<file path="src/rtl/seq_divider.sv">
// seq_divider: iterative radix-2 restoring divider with valid/ready handshakes (WIDTH/WIDTH, one quotient bit per clock)
//   Ports: clk, rst_n (async active-low); in_valid/in_ready + dividend/divisor operand channel;
//          out_valid/out_ready + quotient/remainder/div_by_zero result channel.
//   Optional: define SEQ_DIVIDER_SIGNED_EN for two's-complement operands (truncating quotient,
//          remainder takes the dividend's sign); default build is unsigned.
module seq_divider #(
  parameter int WIDTH = 16
) (
  input  logic             clk,
  input  logic             rst_n,
  input  logic             in_valid,
  output logic             in_ready,
  input  logic [WIDTH-1:0] dividend,
  input  logic [WIDTH-1:0] divisor,
  output logic             out_valid,
  input  logic             out_ready,
  output logic [WIDTH-1:0] quotient,
  output logic [WIDTH-1:0] remainder,
  output logic             div_by_zero
);
  localparam int CW = $clog2(WIDTH + 1);
  typedef enum logic [1:0] {IDLE, BUSY, DONE} state_t;
  state_t           state;
  logic [CW-1:0]    cnt;
  logic [WIDTH-1:0] rem, quo, dsr;
  logic [WIDTH:0]   sh;
  logic [WIDTH-1:0] diff, rem_nx, quo_nx, a_mag, b_mag, q_fix, r_fix;
  logic             take;
`ifdef SEQ_DIVIDER_SIGNED_EN
  logic             neg_q, neg_r;
`endif
  // quo doubles as the dividend shift register: its MSB feeds the partial remainder
  // while quotient bits enter at the LSB.
  always_comb begin
    sh     = {rem, quo[WIDTH-1]};
    take   = sh >= {1'b0, dsr};
    diff   = sh[WIDTH-1:0] - dsr;
    rem_nx = take ? diff : sh[WIDTH-1:0];
    quo_nx = {quo[WIDTH-2:0], take};
`ifdef SEQ_DIVIDER_SIGNED_EN
    a_mag  = dividend[WIDTH-1] ? -dividend : dividend;
    b_mag  = divisor[WIDTH-1] ? -divisor : divisor;
    q_fix  = neg_q ? -quo_nx : quo_nx;
    r_fix  = neg_r ? -rem_nx : rem_nx;
`else
    a_mag  = dividend;
    b_mag  = divisor;
    q_fix  = quo_nx;
    r_fix  = rem_nx;
`endif
  end
  always_ff @(posedge clk or negedge rst_n) begin
    if (!rst_n) begin
      state       <= IDLE;
      in_ready    <= 1'b1;
      out_valid   <= 1'b0;
      quotient    <= '0;
      remainder   <= '0;
      div_by_zero <= 1'b0;
      cnt         <= '0;
      rem         <= '0;
      quo         <= '0;
      dsr         <= '0;
`ifdef SEQ_DIVIDER_SIGNED_EN
      neg_q       <= 1'b0;
      neg_r       <= 1'b0;
`endif
    end else begin
      case (state)
        IDLE: if (in_valid) begin
          quo      <= a_mag;
          dsr      <= b_mag;
          rem      <= '0;
          cnt      <= CW'(WIDTH);
          state    <= BUSY;
          in_ready <= 1'b0;
`ifdef SEQ_DIVIDER_SIGNED_EN
          neg_q    <= dividend[WIDTH-1] ^ divisor[WIDTH-1];
          neg_r    <= dividend[WIDTH-1];
`endif
        end
        BUSY: begin
          rem <= rem_nx;
          quo <= quo_nx;
          cnt <= cnt - 1'b1;
          // A zero divisor makes every trial subtract succeed, so the core alone
          // already leaves the dividend magnitude as remainder; only the quotient
          // needs forcing (the signed fix-up would otherwise flip it).
          if (cnt == CW'(1)) begin
            state       <= DONE;
            out_valid   <= 1'b1;
            quotient    <= (dsr == '0) ? '1 : q_fix;
            remainder   <= r_fix;
            div_by_zero <= dsr == '0;
          end
        end
        DONE: if (out_ready) begin
          state     <= IDLE;
          out_valid <= 1'b0;
          in_ready  <= 1'b1;
        end
        default: state <= IDLE;
      endcase
    end
  end
endmodule

</file>
<file path="config.mk">
export PLATFORM = sky130hd
export DESIGN_NAME = seq_divider
export DESIGN_NICKNAME = d
export VERILOG_FILES = /design/src/rtl/seq_divider.sv
export SDC_FILE = /design/constraint.sdc
export NUM_CORES = 1
export LEC_CHECK = 0
export BUFFER_PORTS_ARGS = -buffer_cell sky130_fd_sc_hd__buf_2
export CAP_MARGIN = 20
export CORE_MARGIN = 5
export CORE_UTILIZATION = 45
export CTS_BUF_LIST = sky130_fd_sc_hd__clkbuf_4 sky130_fd_sc_hd__clkbuf_8 sky130_fd_sc_hd__clkbuf_16
export DETAILED_ROUTE_END_ITERATION = 16
export PLACE_DENSITY = 0.67
export SLEW_MARGIN = 15
export SYNTH_ARGS = -nofsm -noshare
export SYNTH_HDL_FRONTEND = slang
export SYNTH_SLANG_ARGS = --single-unit
export TNS_END_PERCENT = 20
</file>
<file path="constraint.sdc">
create_clock -name clk -period 3.5 [get_ports clk]
set_input_delay 0 -clock clk [delete_from_list [all_inputs] [get_ports clk]]
set_output_delay 0 -clock clk [all_outputs]
set_load 0.005 [all_outputs]
</file>
* Yosys cells after proc, flatten, opt, wreduce, memory -nomap -nowiden *
Index checks and enable logic that the tools add are counted.

word-level totals
  flip-flop bits (word level) = 90
  bits of input ports = 36
  output and inout port bits = 35
  logic and storage cells = 48

cells by class
  add/subtract/negate cells = 2
  order comparisons = 1
  equality and inequality tests = 6
  multiplexer cells = 18
  reductions and logical operators = 11

operators with widths
  operator                                                               count
  16-bit 2-to-1 mux                                                      4
  16-bit one-hot mux with 2 select lines                                 2
  17-bit by 16-bit greater-or-equal comparator with 1-bit output         1
  16-bit logical NOT                                                     1
  16-bit subtractor                                                      1
  5-bit one-hot mux with 2 select lines                                  1
  3-bit AND reduction                                                    3
  2-bit 2-to-1 mux                                                       3
  2-bit != test, second input constant                                   3
  2-bit one-hot mux with 3 select lines                                  1
  2-bit AND reduction                                                    3
  2-bit nonzero test                                                     3
  5-bit by 1-bit equality test with 1-bit output, second input constant  1
  5-bit 2-to-1 mux                                                       1
  5-bit by 1-bit subtractor with 5-bit output, second input constant     1
  1-bit 2-to-1 mux                                                       4
  1-bit one-hot mux with 2 select lines                                  2
  2-bit by 1-bit equality test with 1-bit output, second input constant  1
  2-bit equality test, second input constant                             1
  2-bit logical NOT                                                      1

* Depth between registers and ports, before layout *
Gate-level depths: netlist (run 1).

  word-level depth = 3
  gate-level depth with buffers = 11

* Least setup slack after synthesis (run 1) *
OpenSTA, ideal clock, no wires.

  path kind = register to register
  start = reg quo[15]
  end = reg remainder[14]
  setup time = 0.135 ns
  data arrival time = 2.233 ns
  data required time = 3.365 ns
  path slack = 1.132 ns
  cell stages (with the launch flop) = 12
  buffers on the path = 0
  cells stage by stage = dfrtp_1 -> inv_1 -> ha_1 -> inv_1 -> fa_1 -> a21o_1 -> a221oi_2 -> o21ai_1 -> a221oi_1 -> xnor2_1 -> mux2i_1 -> o21ai_0

on the way
  word-level cells in the longest chain between the ends = 2

RTL lines
  element                                                                                                     RTL line  text
  from (decl)                                                                                                 25        logic [WIDTH-1:0] rem, quo, dsr;
  from (signal assigned)                                                                                      71        quo <= a_mag;
  from (signal assigned)                                                                                      84        quo <= quo_nx;
  16-bit subtractor / 17-bit by 16-bit greater-or-equal comparator with 1-bit output (equally long branches)  37, 36
  16-bit 2-to-1 mux (*)                                                                                       38        rem_nx = take ? diff : sh[WIDTH-1:0];
  to (signal assigned)                                                                                        93        remainder <= r_fix;
  to (decl)                                                                                                   18        output logic [WIDTH-1:0] remainder,

Mark *: on every way between the ends. The rest lies on a longest branch, timed or not.
A chain may end at the register's enable or synchronous reset.

* Worst setup path in the final report (run 1) *
  start = reg rem[9]
  end = reg remainder[0]

on the way
  word-level cells in the longest chain between the ends = 2

RTL lines
  element                                                         RTL line  text
  from (decl)                                                     25
  from (signal assigned)                                          83        rem <= rem_nx;
  17-bit by 16-bit greater-or-equal comparator with 1-bit output  36        take = sh >= {1'b0, dsr};
  16-bit 2-to-1 mux                                               38

No other way between the ends.

==> results by group, run 1 <==
Outcome
  • Status: finished, final reports clean

Finish
  • Ant diodes: 0
  • Layout Cells excl Fill: 722
  • Nets: 636
  • Most common cell after layout, fill and taps aside: dfrtp_1
  • Most frequent cells in the layout: dfrtp_1, o21ai_0, buf_2
  • Layout cells sized above 1: 17.6%
  • Layout area overhead: 21.4%

Place
  • Number of instances in the placed design: 672
  • Pre-CTS WS: 0.615 ns
  • GP Congestion: 0.884
  • I/O Buffers: 70
  • Detailed Place HPWL: 8200 um

Worst setup path
  • Setup CP Type: reg -> reg
  • CP arrival: 3.15 ns
  • Max FO, Critical Path: 13
  • Worst EP required: 3.77 ns
  • Worst r2r dst: remainder[0]
  • Nature of the critical path startpoint: flip-flop
  • R2R Setup Slk: 0.62 ns
  • Worst setup EP type: flip-flop
  • R2r startpoint: rem[9]
  • Register-to-Register Path Depth: 8

Worst hold path
  • Hold endpoint: in_ready
  • Hold Path Depth: 4
  • Hold path start: in_valid
  • HP Class: in -> reg

STA
  • Setup Viol. Count Final: 0
  • Post-route minimum period: 2.88 ns
  • Worst Slack Setup Final: 0.620 ns
  • Count of pins over their slew limit: 0
  • Total negative slack: 0 ns
  • RSZ-0062 raised after global routing: false
  • Part of the cycle the worst path needs: 82.3%
  • Final Hold Fails: 0
  • Hold slack: 0.170 ns
  • Worst slew pin tran: 0.923 ns
  • Maximum clock rate: 347 MHz
  • Clock Skews: 0.0141 ns
  • Worst slew margin: 38.3%

Floorplanning
  • Die area: 12400 sq um
  • Die height: 111 um
  • Die X: 111 um
  • Core ar.: 10200 sq um
  • Placement Rows: 37
  • Io pins: 71
  • Starting Density: 45.4%

Detailed routing
  • DR vias/cell: 5.44
  • Vias post-DR: 3929
  • First DRT Iteration DRCs: 222
  • ANT nets after route: 0
  • Detailed-route wire length: 11500 um
  • Number of remaining DRC errors: 0
  • TritonRoute pass-1 iters: 5
  • WL/cell: 16.0 um

Clock network
  • CTS sink cnt: 90
  • Postcts setup bufs: 0
  • Max clock buf depth: 2
  • CTS Buf Count: 9
  • Worst-Skew Late Latency: 0.36 ns
  • Clk root buf: clkbuf_8
  • H-tree depth: 3
  • Clock slew at reported path FFs: 0.10 ns
  • TritonCTS clock tree: done

GRT
  • Wire length of the first global-routing pass: 19300 um
  • Remaining Overflow, GRT: 0
  • Pin count of the biggest net entering global routing: 63
  • Vias in the first global route: 3907
  • Antenna violations before repair: 0
  • GRT Total Usage: 18.8%

Flow run
  • Max-cap viol count: 0

Yosys
  • Ys async rst share: 100%
  • Syn nets: 543
  • Mapped Area: 4630 sq um
  • Yosys Warn Count: 0
  • Most used flip-flop cell after synthesis: dfrtp_1
  • Synthesized instance count: 488
  • Yosys cell types: 54
  • Post-synth EDFFs: 0
  • Post-synthesis sequential area ratio: 48.7%
  • Synth Register Bits: 90
  • Mean Syn Cell Area: 9.48 sq um

Power and ir drop
  • Leakage: 2.56 nW
  • Pwr per Cell Area: 1080 nW/um^2
  • Peak supply drop: 0.000626 V
registers in the layout, indices dropped and copies added (netlist names):
signal,cells
rem,16
quo,16
out_valid,1
cnt,5
remainder,16
state,2
div_by_zero,1
in_ready,1
dsr,16
quotient,16
worst max-delay path by stage:
stage,startpoint,end,cells past startpoint
final,rem[9],remainder[0],8
after global routing,rem[11],remainder[0],8
after CTS,rem[9],remainder[0],8
after detailed placement,rem[9],remainder[0],8
after global placement,quo[15],remainder[14],11
after floorplan,quo[15],remainder[14],11
critical path: stages, from the launching register on:
cell and delay, ns:
dfrtp_1 0.43, ha_1 0.41, a21oi_1 0.24, nor2_1 0.07
o21ai_0 0.20, nor3b_2 0.32, nand2_1 0.48, mux2_2 0.48
o21ai_0 0.17
cells in the mapped netlist, types with 2 or more instances:
cell type  number  share of area [%]
nor3_1          5               0.54
o21ai_0        72                7.8
buf_2           3               0.32
nand2b_1        3               0.41
dfrtp_1        89                 48
clkbuf_1       20                1.6
inv_1          20                1.6
mux2i_1        10                2.2
a21o_1          6               0.97
o22a_1         16                3.0
clkbuf_2        3               0.32
a22oi_1        14                2.3
nor4b_1         2               0.38
nor2b_1        16                2.2
nor4_1          4               0.54
o31ai_1         3               0.49
a32oi_1         3               0.57
nand4_1         4               0.54
nand2_1        63                5.1
xnor2_1         8                1.5
o21ai_1         3               0.32
and2_1          3               0.41
nor2_1         18                1.5
and3_1          3               0.41
ha_1           18                4.9
a21oi_1        38                4.1
a211o_1         2               0.38
nand3_1         8               0.87
xor2_1          4               0.76
o21a_1          3               0.49
report_power, final:
part	internal, mW	total, mW	switching, mW	leakage [nW]
Clock	0.286	0.715	0.429	0.103
Sequential	1.57	1.98	0.411	1.09
Combinational	1.48	3.36	1.88	1.36
Total	3.33	6.05	2.72	2.56
what timing repair did:
action	in CTS	in global routing
hold buffers	34	0
hold endpoints to repair	95	0
resized for setup	0	0
area by class of cell:
type                            count  area [sq um]
Clock inverter                      7          78.8
Sequential cell                    90          2250
Timing Repair Buffer              110           738
Inverter                           20          75.1
Tap cell                          136           170
Fill cell                         960          4570
Multi-Input combinational cell    350          2180
Clock buffer                        9           124
per-stage QoR:
step                      cell area (sq um)  util [%]  power, mW
after floorplan                        4630         -       4.41
after global placement                 5070      49.8       5.27
after detailed placement               5070      49.8       5.34
after CTS                              5620      55.2       6.10
after global routing                   5620      55.2       6.61
final                                  5620      55.2       6.05
kinds of logic (layout without fill, tap and decap cells):
| group | after synthesis | count (layout) | share of synthesized area [%] |
|---|---|---|---|
| mux | 11 | 11 | 2.41 |
| flops | 90 | 90 | 48.7 |
| buf+inv | 48 | 146 | 4.30 |
| xor+xnor | 12 | 12 | 2.27 |
| compound gates | 171 | 171 | 22.6 |
| simple gates | 137 | 137 | 14.4 |
| fa+ha+maj | 19 | 19 | 5.30 |
per-layer routing:
layer | vias up | global-route usage, % | share of wire, %
met3 | 16 | 3.42 | 3.5
met4 | 0 | 5.92 | 1.9
met5 | - | 0 | 0
li1 | 1924 | - | -
met2 | 91 | 32.8 | 50
met1 | 1898 | 23.9 | 44
Power figures use the tool's default switching activity.
==> run 2, diff against run 1 <==
==> constraint.sdc (replaced) <==
create_clock -name clk -period 2.67 [get_ports clk]
set_input_delay 0 -clock clk [delete_from_list [all_inputs] [get_ports clk]]
set_output_delay 0 -clock clk [all_outputs]
set_load 0.005 [all_outputs]
==> run 2 against run 1 <==
Combinational power rose by 43%. Via count is 1.2% higher. Critical endpoint is now remainder[14]. First-iteration DRC count rose by 30%. Core utilization is 1.3 points higher. Non-clock buffer count increased by 11. Largest power group unchanged. Critical path type unchanged. Power increased by 37%.
==> results by group, run 2 (synthesis gave the netlist of run 1 again) <==
Flow run
  • Max-cap viol count: 0

GRT
  • Wire length of the first global-routing pass: 20000 um
  • Remaining Overflow, GRT: 0
  • Vias in the first global route: 4015
  • GRT Total Usage: 19.9%
  • Antenna violations before repair: 0
  • Pin count of the biggest net entering global routing: 47

Finish
  • Layout area overhead: 24.3%
  • Ant diodes: 0
  • Layout cells sized above 1: 19.6%
  • Fill cells: 943
  • Most common cell after layout, fill and taps aside: dfrtp_1
  • Most frequent cells in the layout: dfrtp_1, o21ai_0, buf_2
  • Area of the multi-input gates: 2220 sq um
  • Storage cell area: 2250 sq um
  • Nets: 647
  • Layout Cells excl Fill: 733

Worst setup path
  • Register-to-Register Path Depth: 11
  • Max FO, Critical Path: 3
  • Worst EP required: 2.93 ns
  • Worst r2r dst: remainder[14]
  • R2r startpoint: quo[15]
  • Worst setup EP type: flip-flop
  • Setup CP Type: reg -> reg
  • CP arrival: 2.76 ns
  • Nature of the critical path startpoint: flip-flop
  • R2R Setup Slk: 0.17 ns

Worst hold path
  • HP Class: in -> reg
  • Hold endpoint: quo[15]
  • Hold Path Depth: 3
  • Hold path start: dividend[15]

STA
  • Part of the cycle the worst path needs: 93.7%
  • Hold slack: 0.0409 ns
  • Clock Skews: 0.0161 ns
  • Worst Slack Setup Final: 0.167 ns
  • Worst slew pin tran: 0.733 ns
  • RSZ-0062 raised after global routing: false
  • Final Hold Fails: 0
  • Worst slew margin: 51.0%
  • Count of pins over their slew limit: 0
  • Post-route minimum period: 2.50 ns
  • Total negative slack: 0 ns
  • Setup Viol. Count Final: 0
  • Maximum clock rate: 400 MHz

Detailed routing
  • First DRT Iteration DRCs: 288
  • Detailed-route wire length: 11900 um
  • WL/cell: 16.3 um
  • ANT nets after route: 0
  • TritonRoute pass-1 iters: 4
  • Vias post-DR: 3978
  • DR vias/cell: 5.43
  • Number of remaining DRC errors: 0

Clock network
  • Clock slew at reported path FFs: 0.10 ns
  • H-tree depth: 3
  • Clk root buf: clkbuf_8
  • CTS Buf Count: 9
  • Max clock buf depth: 2
  • Worst-Skew Late Latency: 0.38 ns
  • TritonCTS clock tree: done
  • CTS sink cnt: 90

Place
  • Pre-CTS WS: 0.0654 ns
  • GP Congestion: 0.892
  • Number of instances in the placed design: 683
  • I/O Buffers: 70
  • Detailed Place HPWL: 8420 um

Floorplanning
  • Starting Density: 45.4%
  • Die area: 12400 sq um
  • Die height: 111 um
  • Placement Rows: 37
  • Core ar.: 10200 sq um
  • Die X: 111 um
  • Io pins: 71

Power and ir drop
  • Post-layout total power: 8.32 mW
  • Pwr per Cell Area: 1450 nW/um^2
  • Peak supply drop: 0.000836 V
  • Leakage: 2.62 nW

Outcome
  • Status: finished, final reports clean
run 2: changes by cell type in the layout (fill, tap and decap cells not counted), moves of 2 or more:
cell	before	now
buf_4	7	18
clkinv_8	2	0
o21ai_1	3	5
o21ai_0	72	69
run 2: worst max-delay path, stage by stage (launching register included):
cell and delay, ns:
dfrtp_1 0.39, inv_1 0.07, ha_1 0.16, inv_1 0.05
fa_1 0.41, a21o_1 0.24, a221oi_4 0.29, o21ai_2 0.12
a221oi_2 0.30, xnor2_1 0.09, mux2i_1 0.17, o21ai_0 0.10
run 2: timing repair:
action / in CTS / in global routing
gates resized for setup: 0 / 9
endpoints found under the hold margin: 79 / 0
buffers inserted: 0 / 1
endpoints found under the setup margin: 0 / 23
hold buffers: 33 / 0
run 2: metrics by stage:
stage | util (%) | instance area (sq um)
detailed placement | 50.7 | 5170
floorplan | - | 4630
CTS | 56.0 | 5700
global route | 56.5 | 5750
global placement | 50.7 | 5170
finish | 56.5 | 5750
run 2: how the worst max path moves through the flow:
stage               slack [ns]    start       endpoint  cells past startpoint
floorplan                 0.30  quo[15]  remainder[14]                     11
global placement          0.11  quo[15]  remainder[14]                     11
detailed placement        0.07  quo[15]  remainder[14]                     11
CTS                       0.04  quo[15]  remainder[14]                     11
global route             0.009  quo[15]  remainder[14]                     11
finish                    0.17  quo[15]  remainder[14]                     11
run 2: routing by layer:
metal  GRT usage [%]  vias up  part of all wire [%]
li1                -     1939                     -
met1            25.5     1914                    43
met5               0        -                     0
met2            32.7       94                    49
met3            3.37       31                   4.6
met4            9.65        0                   3.5
run 2: area by class of cell:
cell class | count | share of cell area (%)
multi-input combinational | 350 | 38.6
clock buffer | 10 | 2.28
sequential | 90 | 39.2
clock inverter | 6 | 1.26
inverter | 20 | 1.31
tap | 136 | 2.96
timing repair buffer | 121 | 14.4
run 2: where the power goes:
part | internal, mW | switching, mW | leakage [nW]
combinational | 2.16 | 2.64 | 1.43
sequential | 2.06 | 0.480 | 1.09
clock | 0.455 | 0.528 | 0.101
total | 4.67 | 3.64 | 2.62
==> run 3, diff against run 2 <==
--- a/config.mk
+++ b/config.mk
@@ -5,7 +5,7 @@
 export SDC_FILE = /design/constraint.sdc
 export NUM_CORES = 1
 export LEC_CHECK = 0
-export BUFFER_PORTS_ARGS = -buffer_cell sky130_fd_sc_hd__buf_2
+export BUFFER_PORTS_ARGS = -buffer_cell sky130_fd_sc_hd__buf_4
 export CAP_MARGIN = 20
 export CORE_MARGIN = 5
 export CORE_UTILIZATION = 45
==> run 3 against run 2 <==
Count of clock-buffer cells in the layout is 2 higher. Global-route usage hardly changed. Via count is 0.13% lower. Die area stayed put. Worst setup slack worse by 0.050 ns. Clock power is 2% lower. Critical path depth stayed put. Sequential power hardly changed. Power is 1.4% higher. First-iteration DRC count is 9.4% lower. Non-clock buffer count stayed put. Combinational power is 2% higher.
==> results by group, run 3 (synthesis gave the netlist of run 1 again) <==
Place
  • I/O Buffers: 70
  • Number of instances in the placed design: 684
  • Detailed Place HPWL: 8540 um
  • GP Congestion: 0.889
  • Pre-CTS WS: 0.0611 ns

Floorplanning
  • Die height: 111 um
  • Starting Density: 45.4%
  • Placement Rows: 37
  • Core ar.: 10200 sq um
  • Die area: 12400 sq um
  • Die X: 111 um
  • Io pins: 71

Worst setup path
  • Critical Path Source: quo[15]
  • Nature of the critical path startpoint: flip-flop
  • Max FO, Critical Path: 3
  • Setup CP Type: reg -> reg
  • R2r startpoint: quo[15]
  • Worst EP required: 2.92 ns
  • Worst setup EP type: flip-flop
  • Register-to-Register Path Depth: 11
  • CP arrival: 2.80 ns

Clock network
  • H-tree depth: 3
  • Max clock buf depth: 2
  • Clk root buf: clkbuf_8
  • CTS Buf Count: 9
  • TritonCTS clock tree: done
  • Clock slew at reported path FFs: 0.09 ns
  • Worst-Skew Late Latency: 0.37 ns
  • Postcts setup bufs: 0
  • CTS sink cnt: 90

GRT
  • Remaining Overflow, GRT: 0
  • Wire length of the first global-routing pass: 20200 um
  • Vias in the first global route: 4048
  • Antenna violations before repair: 1
  • GRT Total Usage: 19.9%
  • Pin count of the biggest net entering global routing: 91

Worst hold path
  • HP Class: in -> reg
  • Hold Path Depth: 3
  • Hold path start: dividend[15]

Outcome
  • Status: finished, final reports clean

Flow run
  • Max-cap viol count: 0

Power and ir drop
  • Clk pwr share: 11.4%
  • Switching fraction of total power: 43.2%
  • Peak supply drop: 0.000877 V
  • Share of total power in sequential cells: 30.4%
  • Pwr per Cell Area: 1430 nW/um^2
  • Switching power: 3.64 mW
  • Leakage: 2.67 nW
  • Logic gate share of total power: 58.1%
  • P_int: 4.79 mW

Finish
  • Most frequent cells in the layout: dfrtp_1, buf_4, o21ai_0
  • Layout cells sized above 1: 19.4%
  • Nets: 647
  • Final Util: 58.0%
  • Layout area overhead: 27.7%
  • Ant diodes: 0
  • Most common cell after layout, fill and taps aside: dfrtp_1
  • Layout Cells excl Fill: 733

Detailed routing
  • First DRT Iteration DRCs: 261
  • TritonRoute pass-1 iters: 4
  • Number of remaining DRC errors: 0
  • Vias post-DR: 3973
  • Detailed-route wire length: 11900 um
  • DR vias/cell: 5.42
  • ANT nets after route: 0
  • WL/cell: 16.2 um

STA
  • Worst Slack Setup Final: 0.117 ns
  • Worst slew pin tran: 0.682 ns
  • Worst slew margin: 54.4%
  • Maximum clock rate: 392 MHz
  • Part of the cycle the worst path needs: 95.6%
  • Post-route minimum period: 2.55 ns
  • Final Hold Fails: 0
  • Count of pins over their slew limit: 0
  • Setup Viol. Count Final: 0
  • Clock Skews: 0.0127 ns
run 3: changes by cell type in the layout (fill, tap and decap cells not counted), moves of 2 or more:
cell      before  now
buf_2         69    0
buf_4         18   87
clkbuf_4       1    3
inv_6          3    1
run 3: final timing paths:
| check | to | slack, ns |
|---|---|---|
| max in group asynchronous | dsr[5] | 2.09 |
| worst min register to register | remainder[8] | 0.49 |
| worst max-delay path | remainder[14] | 0.12 |
| min in group asynchronous | quotient[9] | 0.20 |
| worst min-delay path | quo[15] | 0.03 |
| worst max register to register | remainder[14] | 0.12 |
run 3: timing repair:
item / in CTS / in global routing
resized for setup: 0 / 6
endpoints found under the hold margin: 123 / 0
endpoints found under the setup margin: 0 / 8
hold buffers: 33 / 0
run 3: cell type report:
class                   count  area, sq um
flip-flops and latches     90         2250
inverters                  20         75.1
clock buffers              12          146
repair buffers            121         1000
clock inverters             4         53.8
multi-input cells         350         2200
fillers                   889         4280
well taps                 136          170
run 3: routing by layer:
layer / global-route usage [%] / vias up / part of all wire (%)
met1: 25.1 / 1930 / 44
met5: 0 / - / 0.11
met4: 8.43 / 2 / 2.9
met2: 33.6 / 82 / 49
li1: - / 1935 / -
met3: 3.48 / 24 / 3.9
run 3: through the flow:
stage	total power [mW]	area, sq um	setup TNS [ns]	hold slack (ns)
2_1_floorplan	5.78	4630	0	-0.296
3_3_place_gp	7.30	5350	0	0.0803
3_5_place_dp	7.38	5350	0	0.0783
4_1_cts	8.40	5880	0	0.0109
5_1_grt	9.21	5910	-0.00434	0.0388
6_report	8.43	5910	0	0.0330
run 3: power by group through the flow:
stage / logic, mW / clock network [mW] / registers, mW
floorplan: 3.32 / 0 / 2.46
global placement: 4.72 / 0 / 2.57
detailed placement: 4.79 / 0 / 2.59
CTS: 4.83 / 0.993 / 2.57
global route: 5.50 / 1.04 / 2.66
finish: 4.90 / 0.963 / 2.57
run 3: worst max-delay path, cell delays in order (launching register included):
cell      delay, ns
dfrtp_1        0.39
inv_1          0.08
ha_1           0.17
inv_1          0.05
fa_1           0.42
a21o_1         0.24
a221oi_4       0.31
o21ai_2        0.12
a221oi_2       0.30
xnor2_1        0.09
mux2i_1        0.17
o21ai_0        0.09
